<file path="src/rtl/spi_reg_bridge_if.sv">
// Bus bundle between the SPI byte engine side and the register bridge.
// Carries the SPI-side byte/CS signals, the read-response handshake, the
// exported register file, the write-notification strobe and the error flag.
interface spi_reg_bridge_if #(
  parameter int ADDR_W = 4
);
  logic                       spi_cs;        // raw chip select, active low, async
  logic [7:0]                 spi_rx_byte;   // slave data_out (sck domain)
  logic                       spi_rx_valid;  // slave data_out_valid (sck domain, level)
  logic [7:0]                 spi_tx_byte;   // to slave data_in
  logic                       spi_tx_valid;  // to slave data_in_valid, 1-cycle pulse
  logic [8*(2**ADDR_W)-1:0]   reg_q;         // flat register file, reg n at [8n+7:8n]
  logic                       wr_stb;        // 1-cycle pulse per completed write
  logic [ADDR_W-1:0]          wr_addr;       // address of the flagged write
  logic [7:0]                 wr_data;       // data of the flagged write
  logic                       err;           // sticky out-of-range flag

  modport slave (
    input  spi_cs, spi_rx_byte, spi_rx_valid,
    output spi_tx_byte, spi_tx_valid, reg_q, wr_stb, wr_addr, wr_data, err
  );

  modport master (
    output spi_cs, spi_rx_byte, spi_rx_valid,
    input  spi_tx_byte, spi_tx_valid, reg_q, wr_stb, wr_addr, wr_data, err
  );
endinterface

</file>
<file path="src/rtl/spi_reg_bridge.sv">
// SPI register bridge: decodes {rw,addr} command frames from the SPI slave byte
// stream, maintains a 2**ADDR_W byte register file and loads read responses.
// Ports: clk, rst (sync, active high), bus (spi_reg_bridge_if.slave: SPI bytes/CS in,
// tx byte/valid out, reg_q, wr_stb/wr_addr/wr_data, err).
module spi_reg_bridge #(
  parameter int ADDR_W      = 4,
  parameter int SYNC_STAGES = 2
) (
  input  logic               clk,
  input  logic               rst,
  spi_reg_bridge_if.slave    bus
);

  localparam int NBITS = 8 * (2**ADDR_W);

  localparam logic [2:0] IDLE  = 3'd0;
  localparam logic [2:0] CMD   = 3'd1;
  localparam logic [2:0] WDATA = 3'd2;
  localparam logic [2:0] RDONE = 3'd3;
  localparam logic [2:0] LOAD  = 3'd4;

  // Synchronizers; fill_q tracks when the cs chain holds only real pad samples.
  logic [SYNC_STAGES-1:0] cs_sync_q, rv_sync_q, fill_q;
  logic                   cs_prev_q, rv_prev_q;
  logic                   armed_q, armed_d;

  logic [2:0]        state_q, state_d;
  logic              rw_q, rw_d;
  logic              oor_q, oor_d;
  logic              have_cmd_q, have_cmd_d;
  logic [ADDR_W-1:0] addr_q, addr_d;
  logic [NBITS-1:0]  regs_q, regs_d;
  logic              err_q, err_d;
  logic              wr_stb_q, wr_stb_d;
  logic [ADDR_W-1:0] wr_addr_q, wr_addr_d;
  logic [7:0]        wr_data_q, wr_data_d;
  logic [7:0]        tx_byte_q, tx_byte_d;
  logic              tx_valid_q, tx_valid_d;

  logic       cs_s, rv_s, byte_stb, cs_fall, cs_rise, cmd_oor;
  logic [7:0] load_val;

  assign cs_s     = cs_sync_q[SYNC_STAGES-1];
  assign rv_s     = rv_sync_q[SYNC_STAGES-1];
  assign byte_stb = rv_s & ~rv_prev_q;
  assign cs_fall  = cs_prev_q & ~cs_s;
  assign cs_rise  = ~cs_prev_q & cs_s;
  assign cmd_oor  = (bus.spi_rx_byte[6:0] >> ADDR_W) != 7'd0;

  // A frame only starts once cs has been genuinely seen high after reset, so
  // the reset-forced high in the synchronizer cannot fake a cs_fall mid-frame.
  assign armed_d = armed_q | (fill_q[SYNC_STAGES-1] & cs_s);

  always_comb begin
    load_val = 8'h00;
    if (have_cmd_q && rw_q) begin
      load_val = oor_q ? 8'hFF : regs_q[{addr_q, 3'b000} +: 8];
    end
  end

  always_comb begin
    state_d    = state_q;
    rw_d       = rw_q;
    oor_d      = oor_q;
    have_cmd_d = have_cmd_q;
    addr_d     = addr_q;
    regs_d     = regs_q;
    err_d      = err_q;
    wr_stb_d   = 1'b0;
    wr_addr_d  = wr_addr_q;
    wr_data_d  = wr_data_q;
    tx_byte_d  = tx_byte_q;
    tx_valid_d = 1'b0;
    case (state_q)
      IDLE: begin
        if (cs_fall && armed_q) begin
          state_d    = CMD;
          have_cmd_d = 1'b0;
          rw_d       = 1'b0;
          oor_d      = 1'b0;
        end
      end
      CMD: begin
        if (byte_stb) begin
          have_cmd_d = 1'b1;
          rw_d       = bus.spi_rx_byte[7];
          addr_d     = bus.spi_rx_byte[ADDR_W-1:0];
          oor_d      = cmd_oor;
          if (cmd_oor) err_d = 1'b1;
          state_d    = bus.spi_rx_byte[7] ? RDONE : WDATA;
        end
        // A byte arriving with cs_rise is decoded above, then the frame closes.
        if (cs_rise) state_d = LOAD;
      end
      WDATA: begin
        if (byte_stb && !oor_q) begin
          regs_d[{addr_q, 3'b000} +: 8] = bus.spi_rx_byte;
          wr_stb_d  = 1'b1;
          wr_addr_d = addr_q;
          wr_data_d = bus.spi_rx_byte;
          addr_d    = addr_q + 1'b1;  // wraps modulo 2**ADDR_W
        end
        if (cs_rise) state_d = LOAD;
      end
      RDONE: begin
        if (cs_rise) state_d = LOAD;
      end
      LOAD: begin
        tx_byte_d  = load_val;
        tx_valid_d = 1'b1;
        state_d    = IDLE;
      end
      default: state_d = IDLE;
    endcase
  end

  always_ff @(posedge clk) begin
    if (rst) begin
      cs_sync_q  <= '1;
      rv_sync_q  <= '0;
      fill_q     <= '0;
      cs_prev_q  <= 1'b1;
      rv_prev_q  <= 1'b0;
      armed_q    <= 1'b0;
      state_q    <= IDLE;
      rw_q       <= 1'b0;
      oor_q      <= 1'b0;
      have_cmd_q <= 1'b0;
      addr_q     <= '0;
      regs_q     <= '0;
      err_q      <= 1'b0;
      wr_stb_q   <= 1'b0;
      wr_addr_q  <= '0;
      wr_data_q  <= 8'h00;
      tx_byte_q  <= 8'h00;
      tx_valid_q <= 1'b0;
    end else begin
      cs_sync_q  <= {cs_sync_q[SYNC_STAGES-2:0], bus.spi_cs};
      rv_sync_q  <= {rv_sync_q[SYNC_STAGES-2:0], bus.spi_rx_valid};
      fill_q     <= {fill_q[SYNC_STAGES-2:0], 1'b1};
      cs_prev_q  <= cs_s;
      rv_prev_q  <= rv_s;
      armed_q    <= armed_d;
      state_q    <= state_d;
      rw_q       <= rw_d;
      oor_q      <= oor_d;
      have_cmd_q <= have_cmd_d;
      addr_q     <= addr_d;
      regs_q     <= regs_d;
      err_q      <= err_d;
      wr_stb_q   <= wr_stb_d;
      wr_addr_q  <= wr_addr_d;
      wr_data_q  <= wr_data_d;
      tx_byte_q  <= tx_byte_d;
      tx_valid_q <= tx_valid_d;
    end
  end

  assign bus.spi_tx_byte  = tx_byte_q;
  assign bus.spi_tx_valid = tx_valid_q;
  assign bus.reg_q        = regs_q;
  assign bus.wr_stb       = wr_stb_q;
  assign bus.wr_addr      = wr_addr_q;
  assign bus.wr_data      = wr_data_q;
  assign bus.err          = err_q;

endmodule

</file>
<file path="src/flat_wrapper.sv">
// flat-port wrapper written by rule: the top's interface ports become plain ports
module spi_reg_bridge_flat 
#(
  parameter int ADDR_W      = 4,
  parameter int SYNC_STAGES = 2
)
  (clk, rst, bus_spi_cs, bus_spi_rx_byte, bus_spi_rx_valid, bus_spi_tx_byte, bus_spi_tx_valid, bus_reg_q, bus_wr_stb, bus_wr_addr, bus_wr_data, bus_err);
  spi_reg_bridge_if #(.ADDR_W(ADDR_W)) bus_i ();
  input  logic clk;
  input  logic rst;
  input wire logic [$bits(bus_i.spi_cs)-1:0] bus_spi_cs;
  input wire logic [$bits(bus_i.spi_rx_byte)-1:0] bus_spi_rx_byte;
  input wire logic [$bits(bus_i.spi_rx_valid)-1:0] bus_spi_rx_valid;
  output wire logic [$bits(bus_i.spi_tx_byte)-1:0] bus_spi_tx_byte;
  output wire logic [$bits(bus_i.spi_tx_valid)-1:0] bus_spi_tx_valid;
  output wire logic [$bits(bus_i.reg_q)-1:0] bus_reg_q;
  output wire logic [$bits(bus_i.wr_stb)-1:0] bus_wr_stb;
  output wire logic [$bits(bus_i.wr_addr)-1:0] bus_wr_addr;
  output wire logic [$bits(bus_i.wr_data)-1:0] bus_wr_data;
  output wire logic [$bits(bus_i.err)-1:0] bus_err;
  assign bus_i.spi_cs = bus_spi_cs;
  assign bus_i.spi_rx_byte = bus_spi_rx_byte;
  assign bus_i.spi_rx_valid = bus_spi_rx_valid;
  assign bus_spi_tx_byte = bus_i.spi_tx_byte;
  assign bus_spi_tx_valid = bus_i.spi_tx_valid;
  assign bus_reg_q = bus_i.reg_q;
  assign bus_wr_stb = bus_i.wr_stb;
  assign bus_wr_addr = bus_i.wr_addr;
  assign bus_wr_data = bus_i.wr_data;
  assign bus_err = bus_i.err;
  spi_reg_bridge #(.ADDR_W(ADDR_W), .SYNC_STAGES(SYNC_STAGES)) u_core (.clk(clk), .rst(rst), .bus(bus_i));
endmodule
</file>
<file path="config.mk">
export PLATFORM = sky130hd
export DESIGN_NAME = spi_reg_bridge_flat
export DESIGN_NICKNAME = d
export VERILOG_FILES = /design/src/rtl/spi_reg_bridge_if.sv /design/src/rtl/spi_reg_bridge.sv /design/src/flat_wrapper.sv
export SDC_FILE = /design/constraint.sdc
export NUM_CORES = 1
export LEC_CHECK = 0
export BUFFER_PORTS_ARGS = -buffer_cell sky130_fd_sc_hd__buf_2
export CAP_MARGIN = 10
export CELL_PAD_IN_SITES_DETAIL_PLACEMENT = 0
export CELL_PAD_IN_SITES_GLOBAL_PLACEMENT = 2
export CORE_ASPECT_RATIO = 1.5
export CORE_MARGIN = 2
export CORE_UTILIZATION = 33
export CTS_CLUSTER_SIZE = 12
export DETAILED_ROUTE_END_ITERATION = 10
export PLACE_DENSITY = 0.84
export SETUP_SLACK_MARGIN = 0.15
export SYNTH_ARGS = -nofsm -noshare
export SYNTH_HDL_FRONTEND = slang
export SYNTH_SLANG_ARGS = --single-unit
export TNS_END_PERCENT = 20
</file>
<file path="constraint.sdc">
create_clock -name clk -period 3.42 [get_ports clk]
set_input_delay 0.171 -clock clk [delete_from_list [all_inputs] [get_ports clk]]
set_output_delay 0.171 -clock clk [all_outputs]
set_load 0.03 [all_outputs]
</file>
==> results of run 1 <==
-- state kept, by name, summed over array words and instances, names as in the netlist --
signal                   count
u_core.addr_q                4
u_core.armed_q               1
u_core.bus.err               1
u_core.bus.reg_q           128
u_core.bus.spi_tx_byte       8
u_core.bus.spi_tx_valid      1
u_core.bus.wr_addr           4
u_core.bus.wr_data           8
u_core.bus.wr_stb            1
u_core.cs_prev_q             1
u_core.cs_sync_q             2
u_core.fill_q                2
u_core.have_cmd_q            1
u_core.oor_q                 1
u_core.rv_prev_q             1
u_core.rv_sync_q             2
u_core.rw_q                  1
u_core.state_q               3
-- path summary, 6_finish.rpt --
| path | cells past startpoint | endpoint | startpoint |
|---|---|---|---|
| setup / recovery | 4 | u_core.bus.reg_q[42] | u_core.addr_q[1] |
| hold / removal | 3 | u_core.bus.wr_data[3] | bus_spi_rx_byte[3] |
| setup reg to reg | 4 | u_core.bus.reg_q[42] | u_core.addr_q[1] |
| hold reg to reg | 1 | u_core.cs_sync_q[1] | u_core.cs_sync_q[0] |
-- cell type report --
cell class / count / area share [%]
inverters: 7 / 0.302
well taps: 276 / 3.79
multi-input cells: 538 / 41.8
repair buffers: 173 / 9.99
clock inverters: 13 / 1.80
flip-flops and latches: 170 / 37.4
clock buffers: 19 / 4.97
-- cell families after synthesis --
| logic type | share of synthesized area (%) |
|---|---|
| compound gates | 7.60 |
| simple gates | 16.0 |
| buf+inv | 4.11 |
| fa+ha+maj | 0.665 |
| mux | 26.1 |
| flops | 45.2 |
| xor+xnor | 0.349 |
-- per-stage QoR --
stage	cell area (um^2)	utilization [%]	hold WS, ns	std cells
global route	9120	40.7	0.0612	1196
floorplan	7520	-	0.275	770
detailed placement	8480	37.9	0.365	1162
finish	9120	40.7	0.0532	1196
global placement	8480	37.9	0.357	1162
CTS	9120	40.7	0.0452	1196
-- per-layer routing --
layer	routed length, um	vias up	GRT usage, %
met5	0	-	0
li1	-	2967	-
met4	1530	0	13.1
met1	10800	3047	26.1
met3	1050	56	3.67
met2	13500	214	37.9
-- cell usage in the layout, fill, tap and decap left out, types with 3 or more instances in the layout --
master and count:
nor2b_1 6, mux4_2 16, inv_1 5, clkbuf_16 17, clkinv_2 4, nor3_1 6
and3_1 11, nand2_1 185, and2_1 4, nand3_4 3, nand3_1 3, buf_2 162
dfxtp_1 169, a31oi_1 8, a221oi_1 9, o211ai_1 8, a21oi_1 46, bufinv_16 3
o21ai_0 11, buf_4 8, inv_6 3, nand3_2 3, nor3b_1 3, ha_1 4
nor2_1 17, mux2i_1 160, or2_2 5
-- critical path, stage by stage, from the launching register on --
cell and delay, ns:
dfxtp_1 0.69, nor3_1 0.21, xnor2_1 0.76, and3_1 0.63
mux2i_1 0.25
-- power by group through the flow --
| stage | clock network [mW] | registers (mW) | logic, mW |
|---|---|---|---|
| floorplan | 0 | 2.04 | 0.111 |
| global placement | 0 | 2.05 | 0.164 |
| detailed placement | 0 | 2.05 | 0.164 |
| CTS | 2.07 | 2.00 | 0.166 |
| global route | 2.15 | 2.01 | 0.179 |
| finish | 2.04 | 2.00 | 0.166 |
==> impl_metrics.csv, run 1 <==
group,metric,value,unit
synthesis,synthArstFlopShare,0,%
timing,tightestPinTransition,0.974,ns
finish,area_growth,21.2,%
setup_path,cp-end-kind,"flip-flop",
route,postRouteAntennaNets,0,
power_and_ir_drop,switchingPower,0.976,mW
power_and_ir_drop,p_clk_share,48.4,%
timing,relSlewSlack,35.0,%
timing,min_period,2.63,ns
setup_path,critPathMaxFanout,13,
die,placement_rows,67,
status,outcome,"finished clean",
place,gp_congestion,0.888,
power_and_ir_drop,swShare,23.2,%
worst_hold_path,hp-class,"in2reg",
synthesis,ys.flop_type,"dfxtp_1",
die,fp.dieH,189,um
setup_path,reg2reg_setup_slack,0.79,ns
route,routedWlPerCell,22.5,um
clock_tree,root_buffer,"clkbuf_16",
clock_tree,path_clk_slew,0.07,ns
die,die_area,0.0241,mm^2
power_and_ir_drop,pwr-share-seq,47.7,%
clock_tree,cts.sinks,170,
synthesis,yosysTopAreaCell,"dfxtp_1",
grt,grt_pass1_wl,39.3,mm
clock_tree,cts_buffer_depth,2,
die,start_util,33.6,%
grt,grt_max_degree,132,
power_and_ir_drop,powerDensity,461,mW/mm^2
timing,tns,0,ns
route,viasPerCell,5.25,
place,dp_hpwl,19.6,mm
power_and_ir_drop,p_leak,3.88,nW
die,pin_count,163,
power_and_ir_drop,p_int,3.23,mW
clock_tree,htree_levels,4,
finish,antenna_cells,0,
setup_path,worst_ep_required_time,3.78,ns
clock_tree,post_cts_resized,0,
grt,antenna_found_initial,0,
timing,layout_setup_ws,0.789,ns
die,die_x,127,um
clock_tree,cts_setup_buffers,0,
clock_tree,cts_tree,"built",
timing,fmaxAchievable,380,MHz
synthesis,synthCells,770,
synthesis,synth.distinct_cells,50,
route,first_iter_violations,380,
finish,fillerInstances,2254,
place,place_ws,0.855,ns
timing,grt_setup_unrepaired,"no",
route,wirelength,26.9,mm
timing,setup_violations,0,
synthesis,netlist_area,0.00752,mm^2
clock_tree,numCtsBuffers,17,
timing,finClkSkew,0.00813,ns
grt,grt_usage,22.3,%
synthesis,yosys-top-cells-count,"nand2_1, dfxtp_1, mux2i_1, a21oi_1, clkbuf_1",
synthesis,syn_area_per_cell,9.77,um^2
power_and_ir_drop,power_frac_comb,4.0,%
setup_path,arrival,2.99,ns
route,drc_errors,0,
timing,hold_violations,0,
setup_path,cp-start-kind,"flip-flop",
flow_run,drv_cap,0,
grt,grt_pass1_vias,6022,
synthesis,synth-edff-count,0,
route,vias,6284,
synthesis,yosys-top-cells-area,"dfxtp_1, mux2i_1, nand2_1, mux4_2, a21oi_1",
clock_tree,hold_buffers,2,
finish,multiInputGateArea,0.00381,mm^2
synthesis,netlist.area_leader.share,45.2,%
grt,grt_overflow,0,
finish,ff_latch_area,0.00341,mm^2
place,port_buffers,162,
die,core-area,0.0224,mm^2
setup_path,worst-setup-path-type,"reg2reg",
synthesis,syn_nets,786,
route,drt-pass1-iter-count,5,
synthesis,ys_ff_latch,170,
timing,period_share,76.9,%
synthesis,ys.warnings.count,0,
synthesis,synth.most_common_cell,"nand2_1",
power_and_ir_drop,ir_worst_vdd,0.367,mV
clock_tree,clkLatencyLatePin,0.44,ns
finish,nets,923,
synthesis,ys_seq_area_share,45.2,%
finish,drive_above_1_share,25.8,%
timing,drv_slew,0,
power_and_ir_drop,total_power,4.21,mW
(Power assumes the default switching activity.)
==> inputs of run 2 (changes only) <==
CORE_UTILIZATION = 30   (was 33)
PLACE_DENSITY = 0.8   (was 0.84)
clock period = 2.3 ns   (was 3.42 ns; I/O delays follow)
==> impl_metrics.csv, run 2 (synthesis results as in run 1) <==
group,metric,value,unit
clock_tree,clkLatencyLatePin,0.44,ns
grt,grt_pass1_vias,6202,
clock_tree,cts_tree,"built",
die,start_util,30.3,%
die,placement_rows,71,
finish,area_growth,26.6,%
place,detailed_place.area,0.00883,mm^2
setup_path,crit_top_cell,"buf_4",
timing,tightestPinTransition,0.585,ns
place,port_buffers,162,
route,drt-pass1-iter-count,5,
finish,fillerInstances,2594,
clock_tree,cts.sinks,170,
setup_path,arrival,2.38,ns
clock_tree,cts_buffer_depth,2,
grt,grt_overflow,0,
die,core-area,0.0249,mm^2
finish,fin_cells,1287,
worst_hold_path,hp-class,"in2reg",
power_and_ir_drop,powerDensity,662,mW/mm^2
finish,drive_above_1_share,28.9,%
place,dp_cells,1248,
die,fp.dieH,198,um
timing,relSlewSlack,60.9,%
finish,design_area,0.00952,mm^2
setup_path,cp-start-kind,"flip-flop",
flow_run,drv_cap,0,
route,viasPerCell,4.97,
finish,largest_reg_flops,128,
status,outcome,"finished clean",
route,first_iter_violations,432,
finish,multiInputGateArea,0.00384,mm^2
setup_path,cpPeakStageDelay,0.50,ns
finish,ff_latch_area,0.00341,mm^2
power_and_ir_drop,p_leak,4.09,nW
route,vias,6394,
place,gp_congestion,0.842,
finish,fin_util,38.3,%
route,routedWlPerCell,21.8,um
grt,grt_pass1_wl,40.7,mm
finish,final_cell_mix,"nand2_1, dfxtp_1, buf_2, mux2i_1, a21oi_1",
die,die_x,133,um
clock_tree,root_buffer,"clkbuf_16",
timing,min_period,2.02,ns
clock_tree,numCtsBuffers,17,
clock_tree,htree_levels,4,
setup_path,worst_ep_required_time,2.66,ns
timing,finClkSkew,0.00896,ns
timing,worst_hold_slack,0.0310,ns
place,dp_hpwl,20.8,mm
timing,grt_setup_unrepaired,"yes",
timing,drv_slew,0,
setup_path,worst-setup-path-type,"reg2reg",
die,pin_count,163,
setup_path,path_cells,"or3b_4 > nor3_4 > buf_4 > and3_1 > buf_4 > mux2i_1",
grt,grt_max_degree,44,
timing,setup_violations,0,
route,postRouteAntennaNets,0,
clock_tree,path_clk_slew,0.07,ns
finish,final_common_cell,"nand2_1",
setup_path,slowest_stage,"or3b_4",
die,die_area,0.0264,mm^2
route,drc_errors,0,
route,wirelength,28.1,mm
setup_path,critPathMaxFanout,11,
timing,period_share,87.7,%
finish,antenna_cells,0,
timing,hold_violations,0,
setup_path,cp-end-kind,"flip-flop",
grt,antenna_found_initial,0,
timing,tns,0,ns
grt,grt_usage,21.1,%
finish,nets,962,
timing,fmaxAchievable,496,MHz
power_and_ir_drop,ir_worst_vdd,0.454,mV
run 2: timing repair:
item                                    in CTS  in global routing
hold buffers                                 5                  0
buffers inserted                             0                  2
hold endpoints to repair                     5                  0
resized for setup                            0                  3
endpoints found under the setup margin       0                 65
run 2: final timing paths:
| path | startpoint | to | slack (ns) | cells after the start |
|---|---|---|---|---|
| max | u_core.state_q[2] | u_core.bus.reg_q[31] | 0.28 | 6 |
| min | bus_spi_rx_byte[7] | u_core.bus.wr_data[7] | 0.03 | 3 |
| max reg2reg | u_core.state_q[2] | u_core.bus.reg_q[31] | 0.28 | 6 |
| min reg2reg | u_core.cs_sync_q[0] | u_core.cs_sync_q[1] | 0.42 | 1 |
run 2: per-stage QoR:
step,total power [mW],worst slack (ns)
after CTS,6.34,0.192
final,6.30,0.283
after detailed placement,3.32,0.231
after floorplan,3.20,0.147
after global routing,6.48,0.133
after global placement,3.32,0.248
run 2: worst max-delay path: cells and delay by family, from the launching register on:
family	cells	cell delay (ns)
flip-flops	1	0.38
AND/OR/NAND/NOR	3	0.95
buffers and inverters	2	0.40
multiplexers	1	0.20
run 2: where the power goes:
part / switching (mW) / internal (mW)
combinational: 0.200 / 0.0928
clock: 1.25 / 1.79
sequential: 0.0112 / 2.96
run 2: layer usage:
| metal | share of wire, % | vias to the layer above | track usage, % | wire length (um) |
|---|---|---|---|---|
| met3 | 4.3 | 48 | 3.10 | 1200 |
| li1 | - | 3041 | - | - |
| met5 | 0 | - | 0 | 0 |
| met2 | 51 | 213 | 37.1 | 14300 |
| met1 | 40 | 3092 | 25.0 | 11300 |
| met4 | 4.6 | 0 | 10.6 | 1280 |
run 2: cell type report:
cell class | count | share of cell area (%)
Tap cell | 328 | 4.31
Multi-Input combinational cell | 538 | 40.3
Clock buffer | 21 | 4.94
Timing Repair Buffer | 212 | 12.8
Inverter | 7 | 0.289
Clock inverter | 11 | 1.50
Sequential cell | 170 | 35.8
==> inputs of run 3 (changes only) <==
PLACE_DENSITY = 0.87   (was 0.8)
==> impl_metrics.csv, run 3 (synthesis results as in run 1) <==
group,metric,value,unit
grt,grt_max_degree,48,
setup_path,worst-setup-path-type,"reg2reg",
finish,nets,969,
route,wirelength,27.8,mm
route,drc_errors,0,
die,fp.dieH,198,um
timing,tns,0,ns
timing,period_share,87.9,%
route,vias,6425,
timing,min_period,2.02,ns
setup_path,slowest_stage,"or3b_4",
clock_tree,root_buffer,"clkbuf_16",
power_and_ir_drop,swShare,23.2,%
power_and_ir_drop,switchingPower,1.42,mW
power_and_ir_drop,p_clk_share,46.5,%
finish,drive_above_1_share,29.5,%
place,dp_cells,1257,
setup_path,cpPeakStageDelay,0.48,ns
grt,antenna_found_initial,0,
timing,tightestPinTransition,0.647,ns
setup_path,worst_ep_required_time,2.66,ns
clock_tree,clkLatencyLatePin,0.44,ns
die,core-area,0.0249,mm^2
die,placement_rows,71,
clock_tree,htree_levels,4,
route,drt-pass1-iter-count,5,
setup_path,cp-end-kind,"flip-flop",
power_and_ir_drop,power_frac_comb,5.0,%
timing,finClkSkew,0.00796,ns
grt,grt_usage,21.0,%
finish,area_growth,27.2,%
place,dp_hpwl,20.7,mm
clock_tree,cts.sinks,170,
finish,antenna_cells,0,
status,outcome,"finished clean",
finish,final_common_cell,"nand2_1",
finish,final_cell_mix,"nand2_1, dfxtp_1, buf_2, mux2i_1, buf_4",
timing,setup_violations,0,
die,start_util,30.3,%
die,die_x,133,um
place,place_ws,0.195,ns
power_and_ir_drop,p_int,4.71,mW
clock_tree,numCtsBuffers,17,
power_and_ir_drop,p_leak,4.11,nW
power_and_ir_drop,powerDensity,640,mW/mm^2
place,port_buffers,162,
clock_tree,cts_setup_buffers,0,
grt,grt_pass1_vias,6334,
finish,largest_reg_flops,128,
setup_path,arrival,2.38,ns
setup_path,critPathMaxFanout,9,
worst_hold_path,hp-class,"in2reg",
timing,grt_setup_unrepaired,"no",
clock_tree,path_clk_slew,0.07,ns
place,gp_congestion,0.849,
timing,fmaxAchievable,494,MHz
timing,drv_slew,0,
clock_tree,cts_tree,"built",
setup_path,cp-start-kind,"flip-flop",
power_and_ir_drop,ir_worst_vdd,0.386,mV
grt,grt_pass1_wl,40.4,mm
die,die_area,0.0264,mm^2
power_and_ir_drop,pwr-share-seq,48.5,%
route,routedWlPerCell,21.5,um
flow_run,drv_cap,0,
timing,layout_setup_ws,0.277,ns
grt,grt_overflow,0,
setup_path,path_cells,"or3b_4 > nor3_4 > buf_6 > and3_1 > buf_4 > mux2i_1",
die,pin_count,163,
route,first_iter_violations,439,
route,postRouteAntennaNets,0,
timing,relSlewSlack,56.6,%
timing,hold_violations,0,
finish,fin_cells,1294,
clock_tree,cts_buffer_depth,2,
route,viasPerCell,4.97,
run 3: repair_timing:
item	CTS	global route
resized for setup	0	6
hold endpoints to repair	4	0
setup endpoints to repair	0	66
hold buffers	4	0
run 3: path summary, 6_finish.rpt:
check	startpoint	to	slack, ns	cells after the start
hold / removal	bus_spi_rx_byte[2]	u_core.bus.wr_data[2]	0.01	3
setup reg to reg	u_core.state_q[2]	u_core.bus.reg_q[29]	0.28	6
hold reg to reg	u_core.cs_sync_q[0]	u_core.cs_sync_q[1]	0.42	1
setup / recovery	u_core.state_q[2]	u_core.bus.reg_q[29]	0.28	6
run 3: critical path, delay by kind of cell (launching register included):
family / cells / cell delay (ns)
flops: 1 / 0.40
simple gates: 3 / 0.97
mux: 1 / 0.20
buf+inv: 2 / 0.38
run 3: layer usage:
layer	global-route usage (%)	vias to the layer above	share of wire, %
li1	-	3049	-
met1	23.4	3146	39
met2	37.3	175	51
met3	3.48	55	3.4
met4	12.8	0	5.8
met5	0	-	0
run 3: layout make-up:
class                      count  area, um^2
tap                          328         410
inverter                       7        27.5
timing repair buffer         218        1280
sequential                   170        3410
clock buffer                  23         499
multi-input combinational    539        3850
clock inverter                 9        87.6
fill                        2526       15300
run 3: power by group through the flow:
stage | logic (mW) | clock network [mW] | registers (mW)
after CTS | 0.300 | 2.91 | 2.97
after detailed placement | 0.294 | 0 | 3.04
after global placement | 0.294 | 0 | 3.04
after global routing | 0.324 | 3.03 | 2.97
after floorplan | 0.169 | 0 | 3.03
final | 0.305 | 2.85 | 2.97
run 3: metrics by stage:
step / util (%) / area, um^2 / power [mW] / hold WS [ns]
final: 38.5 / 9570 / 6.12 / 0.0123
after global routing: 38.5 / 9570 / 6.33 / 0.0164
after CTS: 38.4 / 9540 / 6.17 / 0.000859
after detailed placement: 35.8 / 8910 / 3.33 / 0.307
after global placement: 35.8 / 8910 / 3.33 / 0.311
after floorplan: - / 7560 / 3.20 / 0.219
